<file path="config.mk">
export PLATFORM = sky130hd
export DESIGN_NAME = mul_simple
export DESIGN_NICKNAME = d
export VERILOG_FILES = /design/src/rtl/mul_simple.sv
export SDC_FILE = /design/constraint.sdc
export NUM_CORES = 1
export LEC_CHECK = 0
export CORE_MARGIN = 2
export CORE_UTILIZATION = 30
export CTS_BUF_LIST = sky130_fd_sc_hd__clkbuf_2
export DETAILED_ROUTE_END_ITERATION = 10
export DONT_BUFFER_PORTS = 1
export GPL_TIMING_DRIVEN = 0
export SKIP_CTS_REPAIR_TIMING = 1
export SYNTH_ARGS = -nofsm -noshare
export SYNTH_HDL_FRONTEND = slang
export SYNTH_SLANG_ARGS = --single-unit
</file>
<file path="constraint.sdc">
create_clock -name clk -period 13 [get_ports clk]
set_input_delay 0.65 -clock clk [delete_from_list [all_inputs] [get_ports clk]]
set_output_delay 0.65 -clock clk [all_outputs]
set_load 0.01 [all_outputs]
</file>
<file path="src/rtl/mul_simple.sv">
// Unsigned multiplier built as a shift-and-add array with ripple-carry accumulation,
// exposing the combinational product and a one-cycle registered copy.
module mul_simple #(
    parameter int DATA_1_WIDTH = 8,
    parameter int DATA_2_WIDTH = 8,
    parameter int RES_WIDTH    = 16
) (
    input  logic                    clk,
    input  logic                    rst,
    input  logic [DATA_1_WIDTH-1:0] data_1,
    input  logic [DATA_2_WIDTH-1:0] data_2,
    output logic [RES_WIDTH-1:0]    result,
    output logic [RES_WIDTH-1:0]    result_q
);

    localparam int FULL_W = DATA_1_WIDTH + DATA_2_WIDTH;

    // Bit-serial full-adder chain; the carry out of the MSB can never be set
    // because every partial sum fits in FULL_W bits.
    function automatic logic [FULL_W-1:0] ripple_add(input logic [FULL_W-1:0] a,
                                                     input logic [FULL_W-1:0] b);
        logic [FULL_W-1:0] s;
        logic              c;
        c = 1'b0;
        for (int k = 0; k < FULL_W; k++) begin
            s[k] = a[k] ^ b[k] ^ c;
            c    = (a[k] & b[k]) | (c & (a[k] ^ b[k]));
        end
        return s;
    endfunction

    // Zero-extends or truncates the full product to the result width.
    function automatic logic [RES_WIDTH-1:0] fit_res(input logic [FULL_W-1:0] p);
        logic [FULL_W+RES_WIDTH-1:0] ext;
        ext = {{RES_WIDTH{1'b0}}, p};
        return ext[RES_WIDTH-1:0];
    endfunction

    logic [FULL_W-1:0] data_1_ext;
    logic [FULL_W-1:0] product;
    logic [RES_WIDTH-1:0] result_d;

    assign data_1_ext = {{DATA_2_WIDTH{1'b0}}, data_1};

    for (genvar i = 0; i < DATA_2_WIDTH; i++) begin : g_row
        logic [FULL_W-1:0] pp;
        logic [FULL_W-1:0] sum;

        assign pp = (data_1_ext & {FULL_W{data_2[i]}}) << i;

        if (i == 0) begin : g_first
            assign sum = pp;
        end else begin : g_rest
            assign sum = ripple_add(g_row[i-1].sum, pp);
        end
    end

    assign product  = g_row[DATA_2_WIDTH-1].sum;
    assign result_d = fit_res(product);
    assign result   = result_d;

    // Registered output stage
    always_ff @(posedge clk) begin
        if (rst) begin
            result_q <= '0;
        end else begin
            result_q <= result_d;
        end
    end

endmodule

</file>
## Yosys cells after proc, flatten, opt, wreduce, memory -nomap -nowiden

Cells that the tools add are included.

| word-level totals | value |
|---|---|
| register bits | 16 |
| bits of input ports | 18 |
| output and inout bits | 32 |
| word-level logic and storage cells | 387 |

| cells by class | value |
|---|---|
| bitwise gates (word level) | 386 |

Operators with widths:

| cell | count |
|---|---|
| 1-bit bitwise XOR | 161 |
| 1-bit AND | 147 |
| 1-bit bitwise OR | 70 |
| 8-bit by 16-bit AND with 16-bit output | 1 |
| 8-bit by 15-bit AND with 15-bit output | 1 |
| 8-bit by 14-bit AND with 14-bit output | 1 |
| 8-bit by 13-bit AND with 13-bit output | 1 |
| 8-bit by 12-bit AND with 12-bit output | 1 |
| 8-bit by 11-bit AND with 11-bit output | 1 |
| 8-bit by 10-bit AND with 10-bit output | 1 |
| 8-bit by 9-bit AND with 9-bit output | 1 |

## Logic depth before layout (Yosys ltp)

| depth | value |
|---|---|
| depth in word-level cells | 41 |
| depth in mapped cells | 27 |
| depth with buffers taken out | 27 |

## Least setup slack after synthesis

OpenSTA, ideal clock, no wires.

| path | value |
|---|---|
| path type | input port to output port |
| start point | input data_1[0] |
| end point | output result[14] |
| data required time | 12.350 ns |
| path slack | 2.729 ns |
| arrival time | 9.621 ns |
| stages | 25 |
| buffers on the path | 0 |
| cell sequence | and2_1 ha_1 inv_1 fa_1 fa_1 inv_1 fa_1 fa_1 fa_1 fa_1 fa_1 fa_1 fa_1 fa_1 fa_1 fa_1 fa_1 fa_1 fa_1 fa_1 fa_1 inv_1 fa_1 fa_1 inv_1 |

| between the ends | value |
|---|---|
| longest elaborated chain between the ends | 39 |
| elaborated cells on any way between the ends | 312 |
| those cells by class | 312 x bitwise |

Ends and longest elaborated chain:

| item | line | source |
|---|---|---|
| start: declaration | 10 | `input logic [DATA_1_WIDTH-1:0] data_1,` |
| 8-bit by 15-bit AND with 15-bit output | 49 | `assign pp = (data_1_ext & {FULL_W{data_2[i]}}) << i;` |
| 1-bit AND (2 in series) | 27 | `c = (a[k] & b[k]) \| (c & (a[k] ^ b[k]));` |
| 1-bit bitwise OR | 27 |  |
| 1-bit AND or 1-bit bitwise XOR (tied branches) | 27, 26 |  |
| 1-bit bitwise OR or 1-bit bitwise XOR (tied branches) | 27, 26 |  |
| 1-bit AND or 1-bit bitwise XOR (tied branches) | 27, 26 |  |
| 1-bit bitwise OR or 1-bit bitwise XOR (tied branches) | 27, 26 |  |
| 1-bit AND or 1-bit bitwise XOR (tied branches) | 27, 26 |  |
| [22 not listed] | n/a |  |
| 1-bit bitwise XOR, or another cell as far along | 26 | `s[k] = a[k] ^ b[k] ^ c;` |
| 1-bit bitwise XOR or 1-bit AND (tied branches) | 26, 27 |  |
| 1-bit bitwise XOR, or another cell as far along | 26 |  |
| 1-bit bitwise XOR or 1-bit AND (tied branches) | 26, 27 |  |
| 1-bit bitwise XOR, or another cell as far along | 26 |  |
| 1-bit bitwise XOR or 1-bit AND (tied branches) | 26, 27 |  |
| 1-bit bitwise XOR or 1-bit bitwise OR (tied branches) | 26, 27 |  |
| 1-bit bitwise XOR * | 26 |  |
| end: declaration | 12 | `output logic [RES_WIDTH-1:0] result,` |

Mark *: on every way between the ends. The rest lies on a longest branch, timed or not.

## Final worst setup path

Ends and elaborated chain as after synthesis.

==> results by group <==
Global route
  – Antenna violations before repair: 0
  – Largest net degree at the start of global routing: 11
  – First-pass GRT wire length: just under 6000 um
  – Total track usage: 0.100
  – Congestion Overflow GR: 0
  – Vias in the first global route: 1,306

Place
  – IO buf count: 0
  – Worst slack at placement: around 2.4 ns
  – GPL Wtd Cong: 0.690
  – Post-DP HPWL: 2870 um

Critical path
  – Worst-path maximum fanout: 9
  – Worst path most repeated cell: fa_1
  – CP bufs+invs: 4
  – Critical path type: primary input to primary output
  – Cell family with most CP delay: adder cells
  – CP max stage cell: fa_1
  – Max stage delay on crit path: approximately 0.54 ns
  – Worst Path Required: 12.35 ns
  – CP Capture Type: primary output
  – Startpoint types: primary input
  – Arrival time at the worst endpoint: 9.82 ns

Hold path
  – Hold Path Class: primary input to register
  – Hold path startpoint: rst
  – Hold EP: result_q[5]$_SDFF_PP0_
  – Hold depth: 1

Pwr
  – Leak pwr: 0.960 nW
  – Worst VDD drop: 111 uV
  – Pwr dens: roughly 240 nW/um^2

Clock network
  – Clock Tree Buf Depth: 2
  – Num CTS Buffers: 3
  – CTS tree: yes
  – Htree depth: 1
  – Worst-path clk slew: about 0.13 ns
  – Total clock sinks: 16
  – CTS root buf: clkbuf_2

Logic synthesis
  – Largest cells by area after synthesis: fa_1 50%, dfxtp_1 17%, and2_1 15%
  – Mapped Area: between 1500 and 2000 sq um
  – #FFs+latches synth: 16
  – Mean Syn Cell Area: 10.9 sq um
  – Part of the Yosys area used for sequential elements: 0.166
  – Yosys top cell area share: 0.497
  – Synthesized instance count: 178
  – Post-Syn Nets: 252
  – Area leader, netlist: fa_1
  – Synth warn: 0
  – Yosys cell types: 12

Floorplan
  – Core footprint: around 6300 sq um
  – Initial Utilization: 0.308
  – Row count: 29
  – Ports: 50
  – Die Ht: roughly 84 um
  – Chip width: 84.3 um
  – Die area: 7100 sq um

Detailed routing
  – Routed vias: 1,145
  – Detailed Routing Iterations Pass 1: 3
  – Starting DRT DRC Count: 35
  – DR WL/cell: 11.9 um
  – Antenna Violating Nets Remaining: 0
  – Total routed wirelength: 3080 um
  – Number of vias per cell: 4.42
  – DRC: 0

Timing
  – Setup violators final: 0
  – Worst slew margin: 0.884
  – Post-route clock period utilization: 0.805
  – Setup TNS: 0 ns
  – Final hold vios: 0
  – Pin slew with the least headroom to its limit: 0.174 ns
  – Slack of the critical path: 2.53 ns
  – Final Critical Period: approximately 10 ns
  – Max Slew Vio Count: 0
  – Unrepaired setup endpoints after global routing: false
  – FMAX: 95.5 MHz

Run status
  – Status: complete, no violations

Final layout
  – Area added between synthesis and finish: 5.95%
  – Antenna cell count: 0
  – Biggest regs: result_q x16
  – Top reg by flops: result_q
  – Share of layout cells above drive strength 1: 0.0330
  – Layout net count: approximately 260
  – Max reg flops: 16

Flow run
  – Number of max-cap violations: 0
-- layer usage --
layer	wire (um)	track usage	share of wire
met1	1140	0.104	0.37
met2	1720	0.195	0.56
met3	189	0.0275	0.061
met4	36	0.0308	0.012
met5	0	0	0
-- power breakdown --
| group | internal, mW | switching (mW) | leakage [nW] | total [mW] |
|---|---|---|---|---|
| Combinational | 0.161 | 0.230 | 0.813 | 0.391 |
| Sequential | 0.0675 | 0.0119 | 0.133 | 0.0794 |
| Clock | 0.00668 | 0.0158 | 0.0140 | 0.0225 |
-- Yosys cell counts --
cell and n:
fa_1 48, and2_1 47, inv_1 25, nand2_1 17, dfxtp_1 16, ha_1 8
nor2_1 8, and2b_1 4, nor2b_2 2, and3b_1 1, buf_4 1, nor2b_1 1
-- cell usage in the layout (no fill, tap or decap) --
cell type,Yosys,layout
inv_1,25,25
and2b_1,4,4
ha_1,8,8
and3b_1,1,1
nor2b_1,1,1
nor2b_2,2,2
dfxtp_1,16,16
and2_1,47,47
buf_4,1,1
nand2_1,17,17
clkinv_1,0,1
fa_1,48,48
clkbuf_2,0,3
nor2_1,8,8
-- cells by family (layout without fill, tap and decap cells) --
group                    Yosys count  in the layout  share of synthesized area
adder cells (fa/ha/maj)           56             56                      0.549
flip-flops                        16             16                      0.166
AND/OR/NAND/NOR                   80             80                      0.233
buffers and inverters             26             30                     0.0524
-- how the worst max path moves through the flow --
stage | startpoint | to | slack (ns) | cells after the start
after floorplan | data_1[0] | result[14] | 2.73 | 25
after global placement | data_1[0] | result[14] | 2.55 | 25
after detailed placement | data_1[0] | result[14] | 2.44 | 25
after CTS | data_1[0] | result[14] | 2.43 | 25
after global routing | data_2[0] | result[14] | 2.08 | 25
final | data_1[0] | result[14] | 2.53 | 25
-- area by class of cell --
| class | instances | area [sq um] |
|---|---|---|
| fillers | 646 | 4230 |
| inverters | 25 | 93.8 |
| clock inverters | 1 | 3.75 |
| plain buffers | 1 | 7.51 |
| flip-flops and latches | 16 | 320 |
| multi-input cells | 136 | 1510 |
| clock buffers | 3 | 15.0 |
| well taps | 77 | 96.3 |
-- metrics by stage --
step	hold WS [ns]	total power [mW]	instance area [sq um]	instances	util
CTS	0.403	0.514	2050	259	0.326
floorplan	0.722	0.420	1930	178	-
finish	0.423	0.493	2050	259	0.326
detailed placement	0.724	0.489	2030	255	0.323
global placement	0.723	0.481	2030	255	0.323
global route	0.392	0.585	2050	259	0.326
(Power assumes the default switching activity.)
